===== src/rtl/seq_det_sched_if.sv =====
// Requester and result handshake bundle for the shared serial pattern-detector scheduler.
// The master side is the requester/consumer side; the slave side is the scheduler.
interface seq_det_sched_if #(
    parameter int NREQ  = 4,
    parameter int WIDTH = 16
);
    localparam int IDW = (NREQ > 1) ? $clog2(NREQ) : 1;
    localparam int CW  = $clog2(WIDTH + 1);

    logic [NREQ-1:0]       req_valid;
    logic [NREQ*WIDTH-1:0] req_data;
    logic [NREQ-1:0]       req_ready;
    logic                  res_valid;
    logic                  res_ready;
    logic [IDW-1:0]        res_id;
    logic [CW-1:0]         res_count;
    logic                  res_hit;

    modport master (
        output req_valid, req_data, res_ready,
        input  req_ready, res_valid, res_id, res_count, res_hit
    );

    modport slave (
        input  req_valid, req_data, res_ready,
        output req_ready, res_valid, res_id, res_count, res_hit
    );
endinterface


===== src/rtl/seq_det_sched.sv =====
// Round-robin job scheduler feeding one programmable sliding-window bit-pattern detector.
// Each granted word is shifted MSB-first; the per-job match count is returned tagged with its requester.
module seq_det_sched #(
    parameter int NREQ  = 4,
    parameter int WIDTH = 16
) (
    input  logic        i_clk,
    input  logic        i_rst,
    input  logic [7:0]  i_cfg_pat,
    input  logic [3:0]  i_cfg_len,
    input  logic        i_cfg_ovl,
    output logic        o_busy,
    seq_det_sched_if.slave bus
);
    localparam int IDW = (NREQ > 1) ? $clog2(NREQ) : 1;
    localparam int CW  = $clog2(WIDTH + 1);

    typedef enum logic [1:0] {S_IDLE, S_SHIFT, S_DONE} state_t;

    state_t           r_state;
    logic [IDW-1:0]   r_rr_ptr;
    logic [IDW-1:0]   r_grant;
    logic [WIDTH-1:0] r_word;
    logic [7:0]       r_pat;
    logic [3:0]       r_len;
    logic             r_ovl;
    logic [6:0]       r_hist;
    logic [3:0]       r_fill;
    logic [CW-1:0]    r_count;
    logic [CW-1:0]    r_bits_left;
    logic             r_hit;
    logic             r_res_valid;

    logic             w_any;
    logic [IDW-1:0]   w_grant;
    logic [NREQ-1:0]  w_ready;
    logic             w_bit;
    logic [7:0]       w_hist_new;
    logic [3:0]       w_fill_new;
    logic [7:0]       w_mask;
    logic             w_len_ok;
    logic             w_match;

    // Search from rr_ptr upward with wrap; descending loop lets the nearest valid requester win.
    always_comb begin
        // NOTE: every always_comb output gets a default first so no path infers a latch.
        w_any   = 1'b0;
        w_grant = '0;
        for (int k = NREQ - 1; k >= 0; k--) begin
            if (bus.req_valid[(int'(r_rr_ptr) + k) % NREQ]) begin
                w_any   = 1'b1;
                w_grant = IDW'((int'(r_rr_ptr) + k) % NREQ);
            end
        end
    end

    always_comb begin
        w_ready = '0;
        if (!i_rst && r_state == S_IDLE && w_any)
            w_ready[w_grant] = 1'b1;
    end

    assign w_bit      = r_word[WIDTH-1];
    assign w_hist_new = {r_hist, w_bit};
    assign w_fill_new = (r_fill == 4'd8) ? 4'd8 : r_fill + 4'd1;
    assign w_len_ok   = (r_len != 4'd0) && (r_len <= 4'd8);
    assign w_mask     = 8'hFF >> (4'd8 - r_len);
    assign w_match    = w_len_ok && (w_fill_new >= r_len)
                        && ((w_hist_new & w_mask) == (r_pat & w_mask));

    always_ff @(posedge i_clk or posedge i_rst) begin
        if (i_rst) begin
            r_state     <= S_IDLE;
            r_rr_ptr    <= '0;
            r_grant     <= '0;
            r_word      <= '0;
            r_pat       <= '0;
            r_len       <= '0;
            r_ovl       <= 1'b0;
            r_hist      <= '0;
            r_fill      <= '0;
            r_count     <= '0;
            r_bits_left <= '0;
            r_hit       <= 1'b0;
            r_res_valid <= 1'b0;
        end else begin
            // NOTE: state registers use non-blocking assignments so every reader sees pre-edge values.
            unique case (r_state)
                S_IDLE: begin
                    if (w_any) begin
                        r_grant     <= w_grant;
                        r_word      <= bus.req_data[int'(w_grant)*WIDTH +: WIDTH];
                        r_pat       <= i_cfg_pat;
                        r_len       <= i_cfg_len;
                        r_ovl       <= i_cfg_ovl;
                        r_hist      <= '0;
                        r_fill      <= '0;
                        r_count     <= '0;
                        r_hit       <= 1'b0;
                        r_bits_left <= CW'(WIDTH);
                        r_state     <= S_SHIFT;
                    end
                end
                S_SHIFT: begin
                    r_word      <= {r_word[WIDTH-2:0], 1'b0};
                    r_hist      <= w_hist_new[6:0];
                    r_bits_left <= r_bits_left - CW'(1);
                    if (w_match) begin
                        r_count <= r_count + CW'(1);
                        r_hit   <= 1'b1;
                        // Non-overlapping mode restarts the window so the next match needs L fresh bits.
                        r_fill  <= r_ovl ? w_fill_new : 4'd0;
                    end else begin
                        r_fill  <= w_fill_new;
                    end
                    if (r_bits_left == CW'(1)) begin
                        r_res_valid <= 1'b1;
                        r_state     <= S_DONE;
                    end
                end
                S_DONE: begin
                    if (bus.res_ready) begin
                        r_res_valid <= 1'b0;
                        r_rr_ptr    <= (r_grant == IDW'(NREQ - 1)) ? '0 : r_grant + IDW'(1);
                        r_state     <= S_IDLE;
                    end
                end
                default: r_state <= S_IDLE;
            endcase
        end
    end

    assign bus.req_ready = w_ready;
    assign bus.res_valid = r_res_valid;
    assign bus.res_id    = r_grant;
    assign bus.res_count = r_count;
    assign bus.res_hit   = r_hit;
    assign o_busy        = (r_state != S_IDLE);

endmodule


===== src/flat_wrapper.sv =====
// flat-port wrapper written by rule: the top's interface ports become plain ports
module seq_det_sched_flat 
#(
    parameter int NREQ  = 4,
    parameter int WIDTH = 16
)
  (i_clk, i_rst, i_cfg_pat, i_cfg_len, i_cfg_ovl, o_busy, bus_req_valid, bus_req_data, bus_res_ready, bus_req_ready, bus_res_valid, bus_res_id, bus_res_count, bus_res_hit);
  seq_det_sched_if #(.NREQ(NREQ), .WIDTH(WIDTH)) bus_i ();
  input  logic i_clk;
  input  logic i_rst;
  input  logic [7:0] i_cfg_pat;
  input  logic [3:0] i_cfg_len;
  input  logic i_cfg_ovl;
  output logic o_busy;
  input wire logic [$bits(bus_i.req_valid)-1:0] bus_req_valid;
  input wire logic [$bits(bus_i.req_data)-1:0] bus_req_data;
  input wire logic [$bits(bus_i.res_ready)-1:0] bus_res_ready;
  output wire logic [$bits(bus_i.req_ready)-1:0] bus_req_ready;
  output wire logic [$bits(bus_i.res_valid)-1:0] bus_res_valid;
  output wire logic [$bits(bus_i.res_id)-1:0] bus_res_id;
  output wire logic [$bits(bus_i.res_count)-1:0] bus_res_count;
  output wire logic [$bits(bus_i.res_hit)-1:0] bus_res_hit;
  assign bus_i.req_valid = bus_req_valid;
  assign bus_i.req_data = bus_req_data;
  assign bus_i.res_ready = bus_res_ready;
  assign bus_req_ready = bus_i.req_ready;
  assign bus_res_valid = bus_i.res_valid;
  assign bus_res_id = bus_i.res_id;
  assign bus_res_count = bus_i.res_count;
  assign bus_res_hit = bus_i.res_hit;
  seq_det_sched #(.NREQ(NREQ), .WIDTH(WIDTH)) u_core (.i_clk(i_clk), .i_rst(i_rst), .i_cfg_pat(i_cfg_pat), .i_cfg_len(i_cfg_len), .i_cfg_ovl(i_cfg_ovl), .o_busy(o_busy), .bus(bus_i));
endmodule

===== config.mk =====
export PLATFORM = sky130hd
export DESIGN_NAME = seq_det_sched_flat
export DESIGN_NICKNAME = d
export VERILOG_FILES = /design/src/rtl/seq_det_sched_if.sv /design/src/rtl/seq_det_sched.sv /design/src/flat_wrapper.sv
export SDC_FILE = /design/constraint.sdc
export NUM_CORES = 1
export LEC_CHECK = 0
export ABC_AREA = 1
export ABC_CLOCK_PERIOD_IN_PS = 3880
export CORE_ASPECT_RATIO = 1.2
export CORE_MARGIN = 2
export CORE_UTILIZATION = 45
export CTS_BUF_LIST = sky130_fd_sc_hd__clkbuf_16
export CTS_CLUSTER_DIAMETER = 100
export DETAILED_ROUTE_END_ITERATION = 10
export PLACE_DENSITY_LB_ADDON = 0.2
export REMOVE_ABC_BUFFERS = 1
export SYNTH_ARGS = -nofsm -noshare
export SYNTH_HDL_FRONTEND = slang
export SYNTH_SLANG_ARGS = --single-unit

===== constraint.sdc =====
create_clock -name i_clk -period 3.88 [get_ports i_clk]
set_clock_uncertainty 0.1 [all_clocks]
set_input_delay 1.164 -clock i_clk [delete_from_list [all_inputs] [get_ports i_clk]]
set_output_delay 1.164 -clock i_clk [all_outputs]
set_load 0.005 [all_outputs]

# Word level (Yosys, flattened, before mapping)
# Cells that the tools add are included.
# totals
reg_bits	58
in_bits	84
out_inout_bits	14
wordCells	114
# classes
addsub	8
n_lt_le_gt_ge	8
eq_ne	10
shifts	2
n_mux	47
bitwise	5
n_reduce_logical	21
# ops
cell	count
64-bit by 7-bit variable part select with 16-bit output	1
16-bit one-hot mux with 2 select lines	1
4-bit 2-to-1 mux	5
5-bit one-hot mux with 2 select lines	2
8-bit AND	2
1-bit 2-to-1 mux	16
16-bit 2-to-1 mux	1
2-bit 2-to-1 mux	8
5-bit 2-to-1 mux	3
7-bit one-hot mux with 2 select lines	1
3-bit by 4-bit less-than comparator with 1-bit output (second input constant)	3
3-bit AND reduction	3
1-bit binary-select mux with 2-bit select	4
8-bit equality test	1
4-bit one-hot mux with 2 select lines	1
8-bit by 4-bit >> shifter with 8-bit output (first input constant)	1
7-bit 2-to-1 mux	1
1-bit logical AND	6
2-bit by 3-bit less-than comparator with 1-bit output (second input constant)	2
2-bit by 1-bit inequality test with 1-bit output (second input constant)	3
2-bit one-hot mux with 3 select lines	1
2-bit AND reduction	3
2-bit nonzero test	3
2-bit OR reduction	3
20 further kinds	26

# Depth between registers and ports, before layout
# depth
depth_word	15
ltp_mapped	17
mapped_depth_nobuf	17

# Worst setup path after synthesis
# No wires, ideal clock.
# synth_timing
path_type	input to output
from	input port i_rst
to	output port bus_req_ready[2]
t_arrival_ns	2.926
required_ns	2.616
setup_slack_ns	-0.310
stages	3
n_path_buf	0
path_cell_list	inv_1 nand2_1 nor3_1
# synth_via
elab_chain_cells	4
# synth_rtl
item	line	source
start, declared	flat_wrapper.sv:10	input logic i_rst;
1-bit logical NOT	seq_det_sched.sv:59	if (!i_rst && r_state == S_IDLE && w_any)
1-bit logical AND (2 in a row)	seq_det_sched.sv:59	
4-bit 2-to-1 mux	seq_det_sched.sv:59	
end, declared	flat_wrapper.sv:18	output wire logic [$bits(bus_i.req_ready)-1:0] bus_req_ready;
# Every way passes these cells.

# Worst setup path in the final report
# layout_timing
from	input port bus_req_valid[2]
to	output port bus_req_ready[0]
# layout_via
elab_chain_cells	12
elab_cells_between_ends	26
cone_classes	order compare: 2; mux: 22; reduce/logical: 2
# layout_rtl
item	line	source
start, declared	flat_wrapper.sv:15	input wire logic [$bits(bus_i.req_valid)-1:0] bus_req_valid;
1-bit binary-select mux with 2-bit select	seq_det_sched.sv:50	if (bus.req_valid[(int'(r_rr_ptr) + k) % NREQ]) begin
1-bit 2-to-1 mux (implied by the code) (2 in a row)	seq_det_sched.sv:50	
2-bit 2-to-1 mux (4 in a row)	seq_det_sched.sv:50	
2-bit by 3-bit less-than comparator with 1-bit output (implied by the code) or 2-bit by 1-bit greater-or-equal comparator with 1-bit output (tied branches)	seq_det_sched.sv:60	w_ready[w_grant] = 1'b1;
1-bit logical AND (implied by the code)	seq_det_sched.sv:60	
1-bit 2-to-1 mux (implied by the code)	seq_det_sched.sv:60	
1-bit demux with 2-bit select	-	
4-bit 2-to-1 mux *	seq_det_sched.sv:59	
# Mark *: on every way between the ends. The rest lies on a longest branch, timed or not. The select of a mux whose other input is x is not followed.

==> flow_summary_export.csv <==
group,metric,value,unit
sta,tightest_slew,0.761,ns
floorplan,initial_core_util,46.9,%
yosys,synth.distinct_cells,35,
critical_path,r2r_slack,1.36,ns
final_layout,n_fill_cell,794,
critical_path,worst-r2r-cell-count,13,
hold_path,hold_class,"reg -> reg",
floorplan,die_x,88.4,µm
yosys,synth-seq-area-share,37.8,%
clock_network,cts_made_buffers,9,
detailed_routing,viasPerCell,4.78,
pwr,peakVddDrop,0.000310,V
hold_path,hold_path.startpoint,"u_core.r_bits_left[1]$_DFFE_PP0P_",
sta,slew_violations,0,
detailed_routing,vias,3707,
final_layout,multiInputGateArea,2000,µm²
sta,max_clock_freq,0.270,GHz
pwr,p_sw_share,42.6,%
final_layout,layout.nets,754,
final_layout,diodes,0,
clock_network,clockBufferDepth,2,
pwr,seq_power_share,28.0,%
critical_path,crit_fanout,3,
critical_path,r2r-start,"u_core.r_rr_ptr[0]$_DFFE_PP0P_",
pwr,pwr-share-comb,51.8,%
place,port_buffers,97,
final_layout,layout_common_cells,"231 x nand2_1, 89 x clkdlybuf4s50_1, 70 x inv_1, 58 x dfrtp_1, 54 x nand3_1",
global_routing,grt_pass1_vias,3562,
detailed_routing,drt-total-wl,8910,µm
place,place_congestion,0.831,
sta,hold_viol_final,0,
final_layout,final_common_cell,"nand2_1",
sta,setup_viol,0,
final_layout,drive_above_1_share,9.97,%
critical_path,crit_path_end,"bus_req_ready[0]",
pwr,total_power,3710,µW
sta,rsz0062_at_grt,"no",
pwr,p_per_area,711,nW/µm²
floorplan,die_height,105,µm
floorplan,core_area,8200,µm²
floorplan,ioPinCount,98,
final_layout,syn2layout_area_growth,35.7,%
floorplan,fp-row-count,36,
detailed_routing,ant_nets,0,
clock_network,clock-root-buffer,"clkbuf_16",
sta,finalCritPeriodShare,95.4,%
final_layout,regArea,1450,µm²
global_routing,antenna_found_initial,0,
pwr,p_int,2130,µW
global_routing,grt_pass1_wl,15400,µm
place,placedCellCount,758,
critical_path,r2r_end,"u_core.r_fill[2]$_DFFE_PP0P_",
critical_path,worstSetupStartpointType,"primary input",
critical_path,cp_data_arrival_time,2.44,ns
floorplan,die_area,9300,µm²
clock_network,hold_buffers,0,
sta,setup_tns,0,ns
detailed_routing,drc,0,
sta,period_needed,3.70,ns
sta,slew_headroom,49.1,%
critical_path,required,2.62,ns
clock_network,htree_levels,3,
yosys,syn-instance-count,558,
critical_path,endpoint_kind,"output pin",
global_routing,grtUsageTotal,20.3,%
clock_network,clkLatencyLatePin,0.32,ns
detailed_routing,drt_first_pass_iters,4,
run,drv_cap,0,
final_layout,instances_no_fill,776,
clock_network,cts_tree,"done",
detailed_routing,wire_per_inst,11.5,µm
clock_network,clock-sinks,58,
yosys,avgSynthCellArea,6.89,µm²
pwr,power.switching,1580,µW
critical_path,crit_type,"in -> out",
place,hpwl,6400,µm
yosys,ys_ff_latch,58,
yosys,synth.cell_area,3840,µm²
global_routing,grt_overflow,0,
global_routing,grt_max_degree,59,
pwr,pwr-share-clk,20.2,%
status,outcome,"completed",
critical_path,startpoint,"bus_req_valid[2]",
clock_network,clk_pin_slew,0.05,ns
yosys,ys_warn_count,0,
detailed_routing,initialDrtViolationCount,180,
pwr,p_leak,0.00277,µW
critical path: stages:
cell           delay [ns]
dlygate4sd2_1        0.24
nand2_1              0.08
nand2_2              0.08
nand2_2              0.09
o21ai_2              0.06
o21ai_2              0.18
o21ai_4              0.10
buf_4                0.15
nor3_2               0.16
buf_2                0.13
through the flow:
stage / instance area [µm²] / utilization, % / hold WS (ns) / worst slack (ns)
6_report: 5220 / 63.6 / 0.371 / 0.179
5_1_grt: 5220 / 63.6 / 0.414 / 0.0973
4_1_cts: 5220 / 63.6 / 0.377 / 0.176
3_5_place_dp: 4890 / 59.7 / 0.369 / -0.487
3_3_place_gp: 4890 / 59.7 / 0.363 / -0.420
2_1_floorplan: 3700 / - / 0.349 / -0.310
worst min-delay path by stage:
stage | cells past startpoint | slack [ns] | end
2_1_floorplan | 1 | 0.35 | u_core.r_bits_left[3]$_DFFE_PP0P_
3_3_place_gp | 1 | 0.36 | u_core.r_bits_left[3]$_DFFE_PP0P_
3_5_place_dp | 2 | 0.37 | u_core.bus.res_hit$_DFFE_PP0P_
4_1_cts | 1 | 0.38 | u_core.r_bits_left[3]$_DFFE_PP0P_
5_1_grt | 2 | 0.41 | u_core.bus.res_valid$_DFFE_PP0P_
6_report | 1 | 0.37 | u_core.r_bits_left[3]$_DFFE_PP0P_
sequential cells by signal (all words and copies together) (netlist names):
register	count
u_core.bus.res_count	5
u_core.bus.res_hit	1
u_core.r_len	4
u_core.bus.res_valid	1
u_core.r_word	16
u_core.r_state	2
u_core.r_pat	8
u_core.r_bits_left	5
u_core.r_fill	4
u_core.r_ovl	1
u_core.bus.res_id	2
u_core.r_hist	7
u_core.r_rr_ptr	2
repair_timing:
action / in CTS / in global routing
setup buffers: 2 / 0
setup endpoints to repair: 4 / 0
gates resized for setup: 37 / 0
power groups by stage:
stage,logic [µW],clock network [µW],registers [µW]
after floorplan,1370,0,1000
after global placement,1840,0,1030
after detailed placement,1900,0,1040
after CTS,1940,764,1040
after global routing,2230,793,1070
final,1920,750,1040
layer usage:
metal  vias up  global-route usage (%)  part of all wire (%)
li1       1948                       -                     -
met3         8                    4.31                   5.5
met4         0                    6.06                   1.2
met2        87                    33.8                    48
met5         -                       0                     0
met1      1664                    26.1                    45
layout make-up:
class | count | share of cell area [%]
timing repair buffer | 110 | 20.0
inverter | 76 | 5.61
multi-input combinational | 402 | 38.3
clock buffer | 9 | 4.32
sequential | 58 | 27.8
tap | 114 | 2.73
clock inverter | 7 | 1.18
Yosys cell counts:
master    instances  area share [%]
inv_4             1            0.16
xor2_1            8             1.8
o21ai_4           1            0.42
inv_6             1            0.23
o22ai_1          21             3.4
o41ai_1           1            0.23
a21oi_1           4            0.52
nand3_1          54             7.0
nor4_1            1            0.16
or2_2             1            0.16
nor2_1            9            0.88
nand3_2           1            0.26
nand2_8           1            0.52
nor3_1            4            0.52
buf_4             4            0.78
o21ai_2           1            0.23
clkbuf_1          3            0.29
o31ai_1           2            0.39
inv_2             3            0.29
xnor2_1           4            0.91
nand3_4           1            0.46
ha_1             13             4.2
buf_6             5             1.5
buf_2            10             1.3
nand2_2           7             1.1
o21ai_0          14             1.8
o21ai_1           7            0.91
a31oi_1           1            0.16
nand4_1           2            0.33
o311ai_0          1            0.23
nand2_4           1            0.29
dfrtp_1          58              38
inv_1            71             6.9
nand2_1         241              24
a21boi_0          1            0.20
cell families (layout without fill, tap and decap cells):
| logic type | count (synthesis) | count (layout) | share of synthesized area (%) |
|---|---|---|---|
| adder cells (fa/ha/maj) | 13 | 13 | 4.23 |
| XOR/XNOR | 12 | 12 | 2.73 |
| AO/OA/AOI/OAI | 54 | 54 | 8.53 |
| buffers and inverters | 98 | 202 | 11.5 |
| flip-flops | 58 | 58 | 37.8 |
| AND/OR/NAND/NOR | 323 | 323 | 35.3 |
(Power assumes the default switching activity.)
